$ cat src/rtl/tile_scheduler.sv
// Frame tile dispatcher: hands 16x16 tiles to idle SMs round-robin and funnels
// their finished rows through a single registered framebuffer write stage.
module tile_scheduler #(
  parameter int NUM_SM  = 4,
  parameter int TILES_X = 40,
  parameter int TILES_Y = 30,
  parameter int ADDR_W  = 15
) (
  input  logic                    clk,
  input  logic                    rst_n,
  input  logic                    i_frame_start,
  input  logic [NUM_SM-1:0]       i_sm_req,
  output logic [NUM_SM-1:0]       o_grant,
  output logic [5:0]              o_tile_x,
  output logic [5:0]              o_tile_y,
  input  logic [NUM_SM-1:0]       i_wb_valid,
  input  logic [4*NUM_SM-1:0]     i_wb_row,
  input  logic [256*NUM_SM-1:0]   i_wb_data,
  output logic [NUM_SM-1:0]       o_wb_ready,
  output logic                    o_fb_valid,
  output logic [ADDR_W-1:0]       o_fb_addr,
  output logic [255:0]            o_fb_data,
  input  logic                    i_fb_ready,
  output logic                    o_frame_done,
  output logic                    o_busy
);

  localparam int PTR_W = (NUM_SM > 1) ? $clog2(NUM_SM) : 1;
  localparam int OUT_W = $clog2(NUM_SM + 1);

  typedef enum logic [1:0] {IDLE, DISPATCH, DRAIN, DONE} state_e;

  state_e              state_q, state_d;
  logic [5:0]          cur_x_q, cur_x_d, cur_y_q, cur_y_d;
  logic [PTR_W-1:0]    dsp_ptr_q, dsp_ptr_d, wb_ptr_q, wb_ptr_d;
  logic [NUM_SM-1:0]   busy_q, busy_d;
  logic [5:0]          tx_q [NUM_SM];
  logic [5:0]          tx_d [NUM_SM];
  logic [5:0]          ty_q [NUM_SM];
  logic [5:0]          ty_d [NUM_SM];
  logic [4:0]          rcnt_q [NUM_SM];
  logic [4:0]          rcnt_d [NUM_SM];
  logic [OUT_W-1:0]    outst_q, outst_d;
  logic [NUM_SM-1:0]   grant_q, grant_d;
  logic [5:0]          gx_q, gx_d, gy_q, gy_d;
  logic                fb_valid_q, fb_valid_d;
  logic [ADDR_W-1:0]   fb_addr_q, fb_addr_d;
  logic [255:0]        fb_data_q, fb_data_d;

  logic [NUM_SM-1:0]   dsp_oh, wb_oh;
  logic [PTR_W-1:0]    dsp_idx, wb_idx;
  logic                wb_en, done_one;

  // First candidate at or after ptr, scanning upward with wrap.
  function automatic logic [NUM_SM-1:0] rr_pick(input logic [NUM_SM-1:0] cand,
                                                input logic [PTR_W-1:0]  ptr);
    logic [NUM_SM-1:0] pick;
    int idx;
    pick = '0;
    for (int k = NUM_SM - 1; k >= 0; k--) begin
      idx = (int'(ptr) + k) % NUM_SM;
      if (cand[idx]) begin
        pick      = '0;
        pick[idx] = 1'b1;
      end
    end
    return pick;
  endfunction

  function automatic logic [PTR_W-1:0] enc(input logic [NUM_SM-1:0] oh);
    logic [PTR_W-1:0] idx;
    idx = '0;
    for (int i = 0; i < NUM_SM; i++)
      if (oh[i]) idx = PTR_W'(i);
    return idx;
  endfunction

  function automatic logic [PTR_W-1:0] next_ptr(input logic [PTR_W-1:0] idx);
    return (int'(idx) == NUM_SM - 1) ? '0 : idx + PTR_W'(1);
  endfunction

  always_comb begin
    state_d    = state_q;
    cur_x_d    = cur_x_q;
    cur_y_d    = cur_y_q;
    dsp_ptr_d  = dsp_ptr_q;
    wb_ptr_d   = wb_ptr_q;
    busy_d     = busy_q;
    tx_d       = tx_q;
    ty_d       = ty_q;
    rcnt_d     = rcnt_q;
    outst_d    = outst_q;
    grant_d    = '0;
    gx_d       = gx_q;
    gy_d       = gy_q;
    fb_valid_d = fb_valid_q;
    fb_addr_d  = fb_addr_q;
    fb_data_d  = fb_data_q;
    done_one   = 1'b0;

    dsp_oh  = rr_pick((state_q == DISPATCH) ? (i_sm_req & ~busy_q) : '0, dsp_ptr_q);
    dsp_idx = enc(dsp_oh);
    wb_en   = !fb_valid_q || i_fb_ready;
    wb_oh   = wb_en ? rr_pick((state_q != IDLE) ? (i_wb_valid & busy_q) : '0, wb_ptr_q) : '0;
    wb_idx  = enc(wb_oh);

    if (|dsp_oh) begin
      grant_d   = dsp_oh;
      gx_d      = cur_x_q;
      gy_d      = cur_y_q;
      dsp_ptr_d = next_ptr(dsp_idx);
      busy_d[dsp_idx] = 1'b1;
      rcnt_d[dsp_idx] = '0;
      tx_d[dsp_idx]   = cur_x_q;
      ty_d[dsp_idx]   = cur_y_q;
      if (cur_x_q == 6'(TILES_X - 1)) begin
        cur_x_d = '0;
        cur_y_d = cur_y_q + 6'd1;
        if (cur_y_q == 6'(TILES_Y - 1)) state_d = DRAIN;
      end else begin
        cur_x_d = cur_x_q + 6'd1;
      end
    end

    // The output stage drains on ready and refills in the same cycle on accept.
    if (i_fb_ready) fb_valid_d = 1'b0;
    if (|wb_oh) begin
      wb_ptr_d   = next_ptr(wb_idx);
      fb_valid_d = 1'b1;
      fb_addr_d  = ADDR_W'((int'(ty_q[wb_idx]) * 16 + int'(i_wb_row[4*int'(wb_idx) +: 4]))
                           * TILES_X + int'(tx_q[wb_idx]));
      fb_data_d  = i_wb_data[256*int'(wb_idx) +: 256];
      rcnt_d[wb_idx] = rcnt_q[wb_idx] + 5'd1;
      if (rcnt_q[wb_idx] == 5'd15) begin
        busy_d[wb_idx] = 1'b0;
        done_one       = 1'b1;
      end
    end

    if ((|dsp_oh) && !done_one) outst_d = outst_q + OUT_W'(1);
    if (!(|dsp_oh) && done_one) outst_d = outst_q - OUT_W'(1);

    case (state_q)
      IDLE: if (i_frame_start) begin
        state_d = DISPATCH;
        cur_x_d = '0;
        cur_y_d = '0;
      end
      DRAIN: if (outst_q == '0 && !fb_valid_q) state_d = DONE;
      DONE:  state_d = IDLE;
      default: ;
    endcase
  end

  always_ff @(posedge clk or negedge rst_n) begin
    if (!rst_n) begin
      state_q    <= IDLE;
      cur_x_q    <= '0;
      cur_y_q    <= '0;
      dsp_ptr_q  <= '0;
      wb_ptr_q   <= '0;
      busy_q     <= '0;
      outst_q    <= '0;
      grant_q    <= '0;
      gx_q       <= '0;
      gy_q       <= '0;
      fb_valid_q <= 1'b0;
      fb_addr_q  <= '0;
      fb_data_q  <= '0;
      for (int i = 0; i < NUM_SM; i++) begin
        tx_q[i]   <= '0;
        ty_q[i]   <= '0;
        rcnt_q[i] <= '0;
      end
    end else begin
      state_q    <= state_d;
      cur_x_q    <= cur_x_d;
      cur_y_q    <= cur_y_d;
      dsp_ptr_q  <= dsp_ptr_d;
      wb_ptr_q   <= wb_ptr_d;
      busy_q     <= busy_d;
      outst_q    <= outst_d;
      grant_q    <= grant_d;
      gx_q       <= gx_d;
      gy_q       <= gy_d;
      fb_valid_q <= fb_valid_d;
      fb_addr_q  <= fb_addr_d;
      fb_data_q  <= fb_data_d;
      tx_q       <= tx_d;
      ty_q       <= ty_d;
      rcnt_q     <= rcnt_d;
    end
  end

  assign o_grant      = grant_q;
  assign o_tile_x     = gx_q;
  assign o_tile_y     = gy_q;
  assign o_wb_ready   = wb_oh;
  assign o_fb_valid   = fb_valid_q;
  assign o_fb_addr    = fb_addr_q;
  assign o_fb_data    = fb_data_q;
  assign o_frame_done = (state_q == DONE);
  assign o_busy       = (state_q != IDLE);

endmodule
$ cat config.mk
export PLATFORM = sky130hd
export DESIGN_NAME = tile_scheduler
export DESIGN_NICKNAME = d
export VERILOG_FILES = /design/src/rtl/tile_scheduler.sv
export SDC_FILE = /design/constraint.sdc
export NUM_CORES = 1
export LEC_CHECK = 0
export CAP_MARGIN = 20
export CORE_AREA = 10 10 521 523
export DETAILED_ROUTE_END_ITERATION = 10
export DIE_AREA = 0 0 531 533
export PLACE_DENSITY = 0.3
export SKIP_LAST_GASP = 1
export SYNTH_ARGS = -nofsm -noshare
export SYNTH_HDL_FRONTEND = slang
export SYNTH_SLANG_ARGS = --single-unit
$ cat constraint.sdc
create_clock -name clk -period 9.25 [get_ports clk]
set_input_delay 1.85 -clock clk [delete_from_list [all_inputs] [get_ports clk]]
set_output_delay 1.85 -clock clk [all_outputs]
set_load 0.01 [all_outputs]
### After elaboration in Yosys (flattened, before gate mapping)

Index checks and enable logic that the tools add are counted.
W data, S select, Z words.

* bits in registers: 381
* input bits: 1052
* logic and storage cells: 228

* add/subtract/negate cells: 15
* $mul: 1
* magnitude comparators: 24
* equality and inequality tests: 8
* shift-type cells: 2
* mux-type cells: 105
* bitwise logic cells: 16
* reduce and logical (&&, ||, !) cells: 32

Operator list (count)
* $shiftx A1024 B11 Y256: 1
* $mux W6: 13
* $mux W4: 15
* $bwmux W24: 2
* $mux W20: 2
* $mux W1: 30
* $bmux W6 S2: 2
* $lt A3 B4 Y1 const B: 6
* $mux W2: 11
* $and A20 B20 Y20: 1
* $bwmux W20: 1
* $demux W1 S2: 10
* $demux W5 S2: 2
* $mux W5: 4
* $not A20 Y20: 1
* $ge A3 B1 Y1 const B: 6
* $bmux W1 S2: 8
* $shiftx A16 B5 Y4: 1
* $add A15 B6 Y15: 1
* $logic_and A1 B1 Y1: 15
* $add A6 B1 Y6 const B: 2
* $and A4 B4 Y4: 3
* $demux W6 S2: 1
* $lt A2 B3 Y1 const B: 4
* other kinds (29): 61

### Longest topological paths before layout

Gate-level depths: netlist of run 1.

* word-level depth: 26
* mapped depth: 23
* gate-level depth less buffers: 21

### Least setup slack after synthesis of run 1

No wires, ideal clock.

* kind: input to register
* from: input port i_wb_valid[2]
* to: register fb_addr_q[14] (netlist: o_fb_addr[14])
* arrival time: 6688 ps
* required time: 9125 ps
* slack: 2437 ps
* stages: 20
* path buffers: 4
* cell sequence: o211ai_1 mux4_2 and2_1 a311oi_2 buf_4 buf_4 buf_2 clkbuf_1 nand2_1 o21ai_0 ha_1 ha_1 fa_1 nand2_1 nor2_1 nand3_1 a2111o_1 nor4bb_1 xnor3_1 mux2_2

* longest elaborated chain between the ends: 20

Ends and longest elaborated chain
* from (decl): line 16 `input logic [NUM_SM-1:0] i_wb_valid,`
* $and A4 B4 Y4 (*): line 104 `wb_oh = wb_en ? rr_pick((state_q != IDLE) ? (i_wb_valid & busy_q) : '0, wb_ptr_q) : '0;`
* $mux W4 (*): line 104
* $bmux W1 S2: line 62 `if (cand[idx]) begin`
* $mux W1 (not written as such) (2 in series): line 62
* $mux W4 (3 in series): line 62
* $mux W4 (*): line 62
* $mux W4 (*): line 104
* parallel branches: the longest is 10 deep, another holds $add A15 B6 Y15
* to (signal assigned): line 187 `fb_addr_q <= fb_addr_d;`
* to (decl): line 47 `logic [ADDR_W-1:0] fb_addr_q, fb_addr_d;`

Every way passes the cells marked *. The select of a mux whose other input is x is not followed.
A chain may end at the register's enable or synchronous reset.

### Worst setup path in the final report of run 1

Ends and elaborated chain as after synthesis.

==> results of run 1 <==
==> path summary, 6_finish.rpt <==
path	start	endpoint	slack (ps)
max	i_wb_valid[2]	o_fb_addr[14]$_DFFE_PN0N_	1980
min	tx_q[8]$_DFFE_PN0P_	tx_q[8]$_DFFE_PN0P_	480
max reg2reg	wb_ptr_q[0]$_DFFE_PN0N_	o_fb_addr[14]$_DFFE_PN0N_	2800
min reg2reg	tx_q[8]$_DFFE_PN0P_	tx_q[8]$_DFFE_PN0P_	480
max in group asynchronous	rst_n	o_fb_data[16]$_DFFE_PN0N_	6390
min in group asynchronous	rst_n	o_grant[1]$_DFF_PN0_	1130
==> cells by family after synthesis <==
kind of cell             count (synthesis)
adder cells (fa/ha/maj)                 46
AO/OA/AOI/OAI                          915
flip-flops                             381
AND/OR/NAND/NOR                        785
XOR/XNOR                                26
buffers and inverters                  274
multiplexers                           316
==> per-stage QoR <==
step	util (%)	hold WS, ps
2_1_floorplan	-	443
3_3_place_gp	15.6	460
3_5_place_dp	15.6	464
4_1_cts	16.4	479
5_1_grt	16.4	497
6_report	16.4	476
==> cell usage in the layout (no fill, tap or decap), drive strengths merged, types with 14 or more instances in the layout <==
master,netlist,final
clkdlybuf4s50,0,1343
nand2,137,137
ha,43,43
clkbuf,110,81
mux2i,276,276
dfrtp,381,381
xnor2,15,15
a211oi,269,269
mux2,30,30
diode,0,22
inv,35,36
buf,129,47
o21ai,28,28
a21oi,558,558
clkinv,0,14
nor2,575,575
==> report_power, final <==
part           internal, mW  total [mW]  switching, mW
clock network          1.48        2.46          0.986
logic                  5.22        14.6           9.41
registers              2.64        3.20          0.559
total                  9.34        20.3           11.0
==> worst register-to-register path: stages, from the launching register on <==
cell,delay [ps]
dfrtp_1,620
inv_1,170
ha_1,360
mux4_2,370
and4_4,240
o211ai_4,530
inv_2,410
mux2i_1,220
nor2_1,100
a21oi_1,50
o21ai_0,370
ha_1,310
ha_1,220
fa_1,610
nand2_1,60
nor2_1,180
nand3_1,160
a2111o_1,460
nor4bb_1,340
xnor3_1,260
mux2_2,270
==> cells in the mapped netlist (all sizes together) (6+ instances only) <==
cell type    n  area, um2
nor2       575       2160
a21oi      558       2790
dfrtp      381       9530
mux2i      276       2760
a211oi     269       2020
nand2      137        514
buf        129        727
clkbuf     110        413
ha          43        538
inv         35        131
mux2        30        338
o21ai       28        140
xnor2       15        131
nor2b       11       68.8
mux4        10        225
xor2        10       87.6
nor3         9       45.0
and2         8       50.1
a21o         7       52.6
a32o         6       60.1
nand2b       6       37.5
nand3        6       30.0
o211ai       6       50.1
==> metal layers <==
metal	track usage (%)	vias to the layer above	routed length, um
li1	-	12283	-
met1	17.2	12470	86600
met2	23.5	1188	98900
met3	6.03	233	22500
met4	1.74	94	2500
met5	0	-	611
==> state kept, by name, summed over array words and instances (netlist names), 3 cells and up <==
name       flops
o_fb_data    256
busy_q         4
outst_q        3
o_grant        4
o_fb_addr     15
rcnt_q        20
cur_x_q        6
o_tile_x       6
tx_q          24
o_tile_y       6
cur_y_q        6
ty_q          24
==> final cells by class <==
cell class | instances | area, um2 | share of cell area (%)
inverters | 35 | 131 | 0.306
flip-flops and latches | 381 | 9530 | 22.2
well taps | 3420 | 4280 | 9.97
clock inverters | 25 | 390 | 0.909
repair buffers | 1391 | 14000 | 32.5
diodes | 22 | 55.1 | 0.128
clock buffers | 80 | 1700 | 3.95
multi-input cells | 2088 | 12900 | 30.0
==> flow_metrics.tcl, run 1 <==
set metrics [dict create \
    io_pins 1346 \
    crit_buf_inv 2 \
    grt_pass1_vias 26532 \
    place_area_um2 40800 \
    synthFlopType "dfrtp_1" \
    ff2ff_path_depth 20 \
    synth-simple-area-share_pct 13.5 \
    crit_family "compound AO/OA/AOI/OAI gates" \
    ys_warn_count 0 \
    port_buffers 1345 \
    async_reset_ff_share_pct 100 \
    max_stage_delay_ps 610 \
    track_usage_pct 14.1 \
    ir_worst_vdd_mv 0.489 \
    drcViolationCount 0 \
    ctsResizeCount 0 \
    slew_violations 0 \
    rsz0062_at_grt "false" \
    clock_sinks 381 \
    finalWorstSetupSlack_ps 1980 \
    start_kind "input port" \
    synth_edf_count 0 \
    initialDrtViolationCount 1617 \
    muxShareOfSynthArea_pct 14.1 \
    area_growth_pct 81.6 \
    setup_viol 0 \
    worst_pin_slew_ps 1320 \
    grt_max_degree 174 \
    core_area_um2 261000 \
    dp_hpwl_um 177000 \
    cp_slowest_cell "fa_1" \
    hp-class "flip-flop to flip-flop" \
    synth.distinct_cells 70 \
    leakage_nw 17.1 \
    fmax_mhz 137 \
    worstSkewPairLatency_ps 720 \
    routed_via_density 3.53 \
    cts-root-buf "clkbuf_16" \
    dpl_worst_slack_ps 1260 \
    die_w_um 531 \
    cp_cell_sequence "clkdlybuf4s50_1 -> o211ai_1 -> mux4_2 -> and4_4 -> o211ai_4 -> inv_2 -> mux2i_1 -> nor2_1 -> a21oi_1 -> o21ai_0 -> ha_1 -> ha_1 -> fa_1 -> nand2_1 -> nor2_1 -> nand3_1 -> a2111o_1 -> nor4bb_1 -> xnor3_1 -> mux2_2" \
    nNetsFinal 5054 \
    worst_clock_skew_ps 74.1 \
    final_area_um2 42900 \
    ys_seq_elements 381 \
    num_vias 26268 \
    ant_nets 0 \
    path_class "input port to flip-flop" \
    cts_max_level 2 \
    required_ps 9850 \
    hold_viol_final 0 \
    drive_above_1_share_pct 5.15 \
    clk_pin_slew_worst_paths_ps 50 \
    cts_tree "yes" \
    cp_max_fo 13 \
    arrival_ps 7870 \
    synth_compound_area_share_pct 23.2 \
    grt_overflow 0 \
    finalCriticalPeriod_ps 7270 \
    setup_tns_ps 0 \
    dieArea_um2 283000 \
    slew_headroom_pct 11.3 \
    maxCapViolations 0 \
    first_pass_iters 5 \
    synthCells 2743 \
    synth_xor_area_share_pct 1.02 \
    fin_cells 7442 \
    start_util_pct 9.06 \
    synth-adder-area-share_pct 2.53 \
    synth_top_family_by_area "compound AO/OA/AOI/OAI gates" \
    cp.depth 20 \
    hold_buffers 0 \
    fillerInstances 29358 \
    synth_nets 3841 \
    wirelength_um 211000 \
    grt_pass1_wl_um 271000 \
    rows 188 \
    die_h_um 533 \
    cts_max_path_buffers 3 \
    syn_avg_cell_area_um2 8.62 \
    place_inst 7314 \
    cts_buffers 59 \
    cp-end-kind "flip-flop" \
    p_per_area_nw_per_um2 473 \
    grt_antenna_before_repair 113 \
    routabilityCongestion 0.890 \
    detail_route.wl_per_cell_um 28.4 \
    cts_setup_buffers 0 \
    finalPower_mw 20.3 \
    holdPathStages 2 \
    syn-cell-area_um2 23600 \
    seq_area_frac_synth_pct 40.3 \
    period_share_pct 78.6 \
    outcome "finished, final reports clean" \
]
(Power assumes the default switching activity.)
==> run 2: changes to the inputs <==
--- a/config.mk
+++ b/config.mk
@@ -6,9 +6,9 @@
 export NUM_CORES = 1
 export LEC_CHECK = 0
 export CAP_MARGIN = 20
-export CORE_AREA = 10 10 521 523
+export CORE_AREA = 10 10 512 514
 export DETAILED_ROUTE_END_ITERATION = 10
-export DIE_AREA = 0 0 531 533
+export DIE_AREA = 0 0 522 524
 export PLACE_DENSITY = 0.3
 export SKIP_LAST_GASP = 1
 export SYNTH_ARGS = -nofsm -noshare
==> constraint.sdc (replaced) <==
create_clock -name clk -period 7.05 [get_ports clk]
set_input_delay 1.41 -clock clk [delete_from_list [all_inputs] [get_ports clk]]
set_output_delay 1.41 -clock clk [all_outputs]
set_load 0.01 [all_outputs]
==> flow_metrics.tcl, run 2 (synthesis results as in run 1) <==
set metrics [dict create \
    multi_input_area_um2 12900 \
    cts_setup_buffers 0 \
    crit_buf_inv 5 \
    cp_cell_sequence "clkdlybuf4s50_1 -> o211ai_1 -> mux4_2 -> and2_1 -> a311oi_4 -> buf_4 -> buf_4 -> buf_12 -> clkdlybuf4s50_1" \
    layout_commonest_cell "clkdlybuf4s50_1" \
    cts_tree "yes" \
    dieArea_um2 274000 \
    dp_hpwl_um 180000 \
    fmax_mhz 155 \
    leakage_nw 17.1 \
    detail_route.wl_per_cell_um 29.0 \
    die_h_um 524 \
    cts_max_level 2 \
    hp-start "tx_q[19]$_DFFE_PN0P_" \
    setup_viol 0 \
    cp.depth 9 \
    grt_overflow 0 \
    hp-class "flip-flop to flip-flop" \
    initialDrtViolationCount 1543 \
    start_kind "input port" \
    cp-end-kind "output port" \
    final_area_um2 42800 \
    r2r_setup_slack_ps 1290 \
    arrival_ps 5040 \
    wirelength_um 214000 \
    path_class "input port to output port" \
    place_area_um2 40800 \
    rsz0062_at_grt "false" \
    num_vias 26247 \
    io_pins 1346 \
    drive_above_1_share_pct 5.21 \
    r2r-end "o_fb_addr[14]$_DFFE_PN0N_" \
    slew_headroom_pct 25.3 \
    fillerInstances 28254 \
    cp_max_fo 104 \
    grt_max_degree 163 \
    setup_tns_ps 0 \
    clock_sinks 381 \
    hold_viol_final 0 \
    p_comb_share_pct 72.6 \
    slew_violations 0 \
    dpl_worst_slack_ps 115 \
    seq_power_share_pct 15.7 \
    crit_family "buffers and inverters" \
    cts-root-buf "clkbuf_16" \
    cts_max_path_buffers 3 \
    most-common-layout-cells "1343 x clkdlybuf4s50_1, 574 x nor2_1, 558 x a21oi_1" \
    port_buffers 1345 \
    p_per_area_nw_per_um2 622 \
    grt_antenna_before_repair 108 \
    max_stage_delay_ps 660 \
    period_share_pct 91.5 \
    finalCriticalPeriod_ps 6450 \
    ant_nets 0 \
    largest_reg_flops 256 \
    worstSkewPairLatency_ps 700 \
    switching_share_pct 54.1 \
    place_inst 7251 \
    worst_pin_slew_ps 1110 \
    ff_latch_area_um2 9530 \
    ir_worst_vdd_mv 0.723 \
    clk_pin_slew_worst_paths_ps 60 \
    outcome "finished, final reports clean" \
    ctsResizeCount 0 \
    area_growth_pct 81.0 \
    finalWorstSetupSlack_ps 600 \
    track_usage_pct 14.7 \
    drcViolationCount 0 \
    hold_buffers 0 \
    fin_cells 7376 \
    routabilityCongestion 0.816 \
    die_w_um 522 \
    cts_buffers 58 \
    holdPathStages 2 \
    cp_slowest_cell "clkdlybuf4s50_1" \
    rows 184 \
    clkPwrFrac_pct 11.7 \
    grt_pass1_vias 26925 \
    power.internal_mw 12.2 \
    p_sw_mw 14.4 \
    maxCapViolations 0 \
    nNetsFinal 5061 \
    routed_via_density 3.56 \
    start_util_pct 9.41 \
    grt_pass1_wl_um 274000 \
    finalPower_mw 26.6 \
    hold_path_end "tx_q[19]$_DFFE_PN0P_" \
    worst_clock_skew_ps 32.7 \
    core_area_um2 251000 \
    hold_ws_ps 477 \
    utilization_pct 17.0 \
    required_ps 5640 \
    ff2ff_path_depth 18 \
    r2r-start "wb_ptr_q[0]$_DFFE_PN0N_" \
    first_pass_iters 5 \
]
==> run 2: cell types whose count changed in the layout (fill, tap and decap cells not counted), sizes merged <==
| cell | delta |
|---|---|
| clkinv | +2 |
| inv | -1 |
| bufinv | -3 |
| clkbuf | +4 |
| buf | +9 |
| diode | -2 |
| clkinvlp | -3 |
==> run 2: power groups by stage <==
stage | clock network, mW | logic, mW | registers, mW
finish | 3.12 | 19.3 | 4.18
global route | 3.35 | 21.3 | 4.32
CTS | 3.31 | 19.9 | 4.19
detailed placement | 0 | 19.8 | 4.20
global placement | 0 | 19.7 | 4.21
floorplan | 0 | 10.9 | 4.36
==> run 2: routing by layer <==
| metal | global-route usage (%) | share of wire [%] | wire length [um] |
|---|---|---|---|
| met1 | 18.7 | 43 | 92600 |
| met2 | 24.3 | 47 | 99500 |
| met3 | 5.40 | 8.5 | 18100 |
| met4 | 2.02 | 1.4 | 3100 |
| met5 | 0 | 0.25 | 541 |
==> run 2: layout make-up <==
cell class / count / area share, %
antenna: 20 / 0.117
clock buffer: 85 / 3.95
clock inverter: 20 / 0.678
inverter: 35 / 0.307
multi-input combinational: 2088 / 30.1
sequential: 381 / 22.3
tap: 3348 / 9.79
timing repair buffer: 1399 / 32.8
==> run 2: how the worst max path moves through the flow <==
stage / start / end / slack [ps]
floorplan: i_wb_valid[2] / o_fb_addr[14]$_DFFE_PN0N_ / 680
global placement: i_wb_valid[2] / o_fb_addr[14]$_DFFE_PN0N_ / 160
detailed placement: i_wb_valid[2] / outst_q[2]$_DFFE_PN0P_ / 120
CTS: i_wb_valid[2] / o_wb_ready[3] / 590
global route: i_wb_valid[2] / o_wb_ready[3] / 410
finish: i_wb_valid[2] / o_wb_ready[3] / 600
==> run 2: worst register-to-register path: stages, from the launching register on <==
cell,delay [ps]
dfrtp_1,650
inv_1,200
ha_1,370
mux4_2,400
and2_1,250
a311o_2,360
inv_2,190
o21ai_0,120
mux2_2,320
ha_1,300
ha_1,210
fa_1,570
nand2_1,60
nor2_1,170
nand3_1,170
a2111o_1,450
nor4bb_1,320
xnor3_1,250
mux2_2,270
==> run 3: changes to the inputs <==
--- a/config.mk
+++ b/config.mk
@@ -5,10 +5,10 @@
 export SDC_FILE = /design/constraint.sdc
 export NUM_CORES = 1
 export LEC_CHECK = 0
-export CAP_MARGIN = 20
-export CORE_AREA = 10 10 512 514
+export CORE_AREA = 10 10 517 519
+export CTS_CLUSTER_SIZE = 25
 export DETAILED_ROUTE_END_ITERATION = 10
-export DIE_AREA = 0 0 522 524
+export DIE_AREA = 0 0 527 529
 export PLACE_DENSITY = 0.3
 export SKIP_LAST_GASP = 1
 export SYNTH_ARGS = -nofsm -noshare
==> constraint.sdc (replaced) <==
create_clock -name clk -period 5.7 [get_ports clk]
set_input_delay 1.14 -clock clk [delete_from_list [all_inputs] [get_ports clk]]
set_output_delay 1.14 -clock clk [all_outputs]
set_load 0.01 [all_outputs]
==> flow_metrics.tcl, run 3 (synthesis results as in run 1) <==
set metrics [dict create \
    leakage_nw 18.2 \
    drcViolationCount 0 \
    num_vias 27106 \
    worstSkewPairLatency_ps 710 \
    crit_family "compound AO/OA/AOI/OAI gates" \
    die_w_um 527 \
    cp_max_fo 12 \
    largest_reg_flops 256 \
    drive_above_1_share_pct 10.0 \
    hp-class "input port to asynchronous set/reset pin" \
    arrival_ps 6090 \
    port_buffers 1345 \
    clk_pin_slew_worst_paths_ps 60 \
    ant_nets 0 \
    dpl_worst_slack_ps -611 \
    outcome "finished, final reports clean" \
    wirelength_um 215000 \
    ir_worst_vdd_mv 0.578 \
    nNetsFinal 5249 \
    most-common-layout-cells "1344 x clkdlybuf4s50_1, 573 x nor2_1, 555 x a21oi_1" \
    routed_via_density 3.57 \
    fmax_mhz 182 \
    place_inst 7473 \
    finalCriticalPeriod_ps 5510 \
    final_area_um2 44500 \
    cp_slowest_cell "mux4_2" \
    crit_buf_inv 2 \
    cts_max_path_buffers 3 \
    layout_commonest_cell "clkdlybuf4s50_1" \
    p_per_area_nw_per_um2 802 \
    routabilityCongestion 0.838 \
    cts_setup_buffers 0 \
    setup_viol 0 \
    fin_cells 7601 \
    finalWorstSetupSlack_ps 194 \
    setup_tns_ps 0 \
    p_sw_mw 18.6 \
    slew_headroom_pct 24.5 \
    worst_clock_skew_ps 30.0 \
    slew_violations 0 \
    worst_pin_slew_ps 1130 \
    grt_max_degree 154 \
    core_area_um2 256000 \
    power.internal_mw 17.1 \
    first_pass_iters 7 \
    cp_cell_sequence "clkdlybuf4s50_1 -> o211ai_1 -> mux4_2 -> and2_4 -> a311o_2 -> inv_2 -> o21ai_0 -> mux2_4 -> ha_4 -> ha_2 -> fa_1 -> a21o_1 -> a21oi_2 -> xnor2_1 -> a2111o_1 -> nor4bb_2 -> xnor3_1 -> mux2_2" \
    start_kind "input port" \
    hold_viol_final 0 \
    cts_max_level 2 \
    track_usage_pct 14.6 \
    io_pins 1346 \
    detail_route.wl_per_cell_um 28.3 \
    hold_ws_ps 372 \
    start_util_pct 9.23 \
    path_class "input port to flip-flop" \
    place_area_um2 42300 \
    grt_antenna_before_repair 115 \
    period_share_pct 96.6 \
    cts-root-buf "clkbuf_16" \
    grt_pass1_wl_um 278000 \
    cp-end-kind "flip-flop" \
    area_growth_pct 88.3 \
    clkPwrFrac_pct 11.7 \
    clock_sinks 381 \
    maxCapViolations 0 \
    die_h_um 529 \
    switching_share_pct 52.2 \
    required_ps 6280 \
    cts_tree "yes" \
    hold_buffers 0 \
    grt_pass1_vias 27685 \
    fillerInstances 28645 \
    p_comb_share_pct 74.0 \
    max_stage_delay_ps 560 \
    initialDrtViolationCount 1504 \
    dp_hpwl_um 180000 \
    seq_power_share_pct 14.4 \
    rows 186 \
    dieArea_um2 279000 \
    cts_buffers 60 \
    grt_overflow 0 \
]
==> run 3: cell count changes in the layout (fill, tap and decap cells not counted), moves of 4 or more <==
cell,previous run,this run
diode_2,20,15
buf_4,42,224
clkinvlp_4,0,4
clkbuf_1,13,2
bufinv_16,4,8
clkinv_2,9,15
==> run 3: worst register-to-register path: stages, from the launching register on <==
cell and delay (ps):
dfrtp_1 510, o211a_1 290, mux4_2 500, or3_4 410, o211ai_4 120, clkinv_4 150
mux2i_1 170, o21ai_0 80, mux2_4 310, ha_4 240, ha_2 170, fa_1 410
a21o_1 190, a21oi_2 170, xnor2_1 100, a2111o_1 410, nor4bb_2 330, xnor3_1 260
mux2_2 270
==> run 3: metrics by stage <==
step / total power, mW / util, %
final: 35.7 / 17.4
after global routing: 38.7 / 17.4
after CTS: 36.8 / 17.4
after detailed placement: 32.2 / 16.5
after global placement: 32.2 / 16.5
after floorplan: 19.0 / -
==> run 3: power groups by stage <==
stage	Clock [mW]	Combinational, mW	Sequential (mW)
6_report	4.17	26.4	5.13
5_1_grt	4.45	29.0	5.31
4_1_cts	4.38	27.3	5.15
3_5_place_dp	0	27.1	5.16
3_3_place_gp	0	27.0	5.17
2_1_floorplan	0	13.6	5.40
==> run 3: area by class of cell <==
| class | count | area (um2) | area share, % |
|---|---|---|---|
| Tap cell | 3384 | 4230 | 9.51 |
| Antenna cell | 15 | 37.5 | 0.0843 |
| Timing Repair Buffer | 1585 | 15500 | 34.7 |
| Clock buffer | 75 | 1690 | 3.79 |
| Sequential cell | 381 | 9530 | 21.4 |
| Clock inverter | 38 | 482 | 1.08 |
| Multi-Input combinational cell | 2088 | 12900 | 29.1 |
| Inverter | 35 | 136 | 0.306 |
==> run 3: per-layer routing <==
layer,up-vias,global-route usage [%],wire length (um)
li1,12641,-,-
met1,13004,18.7,94200
met2,1167,24.2,99300
met3,234,5.06,18100
met4,60,1.90,3000
met5,-,0,399
==> run 3: worst paths after layout <==
kind | startpoint | to | slack [ps] | depth (start not counted)
setup / recovery | i_wb_valid[1] | o_fb_addr[14]$_DFFE_PN0N_ | 190 | 18
hold / removal | rst_n | o_tile_x[1]$_DFFE_PN0N_ | 370 | 1
setup reg to reg | state_q[1]$_DFF_PN0_ | o_fb_addr[14]$_DFFE_PN0N_ | 510 | 18
hold reg to reg | ty_q[23]$_DFFE_PN0P_ | ty_q[23]$_DFFE_PN0P_ | 480 | 2
max in group asynchronous | rst_n | o_fb_data[184]$_DFFE_PN0N_ | 4150 | 2
min in group clk | ty_q[23]$_DFFE_PN0P_ | ty_q[23]$_DFFE_PN0P_ | 480 | 2
==> run 3: repair_timing <==
item | CTS | global route
gates resized for setup | 0 | 8
endpoints found under the setup margin | 0 | 2
hold endpoints to repair | 0 | 0
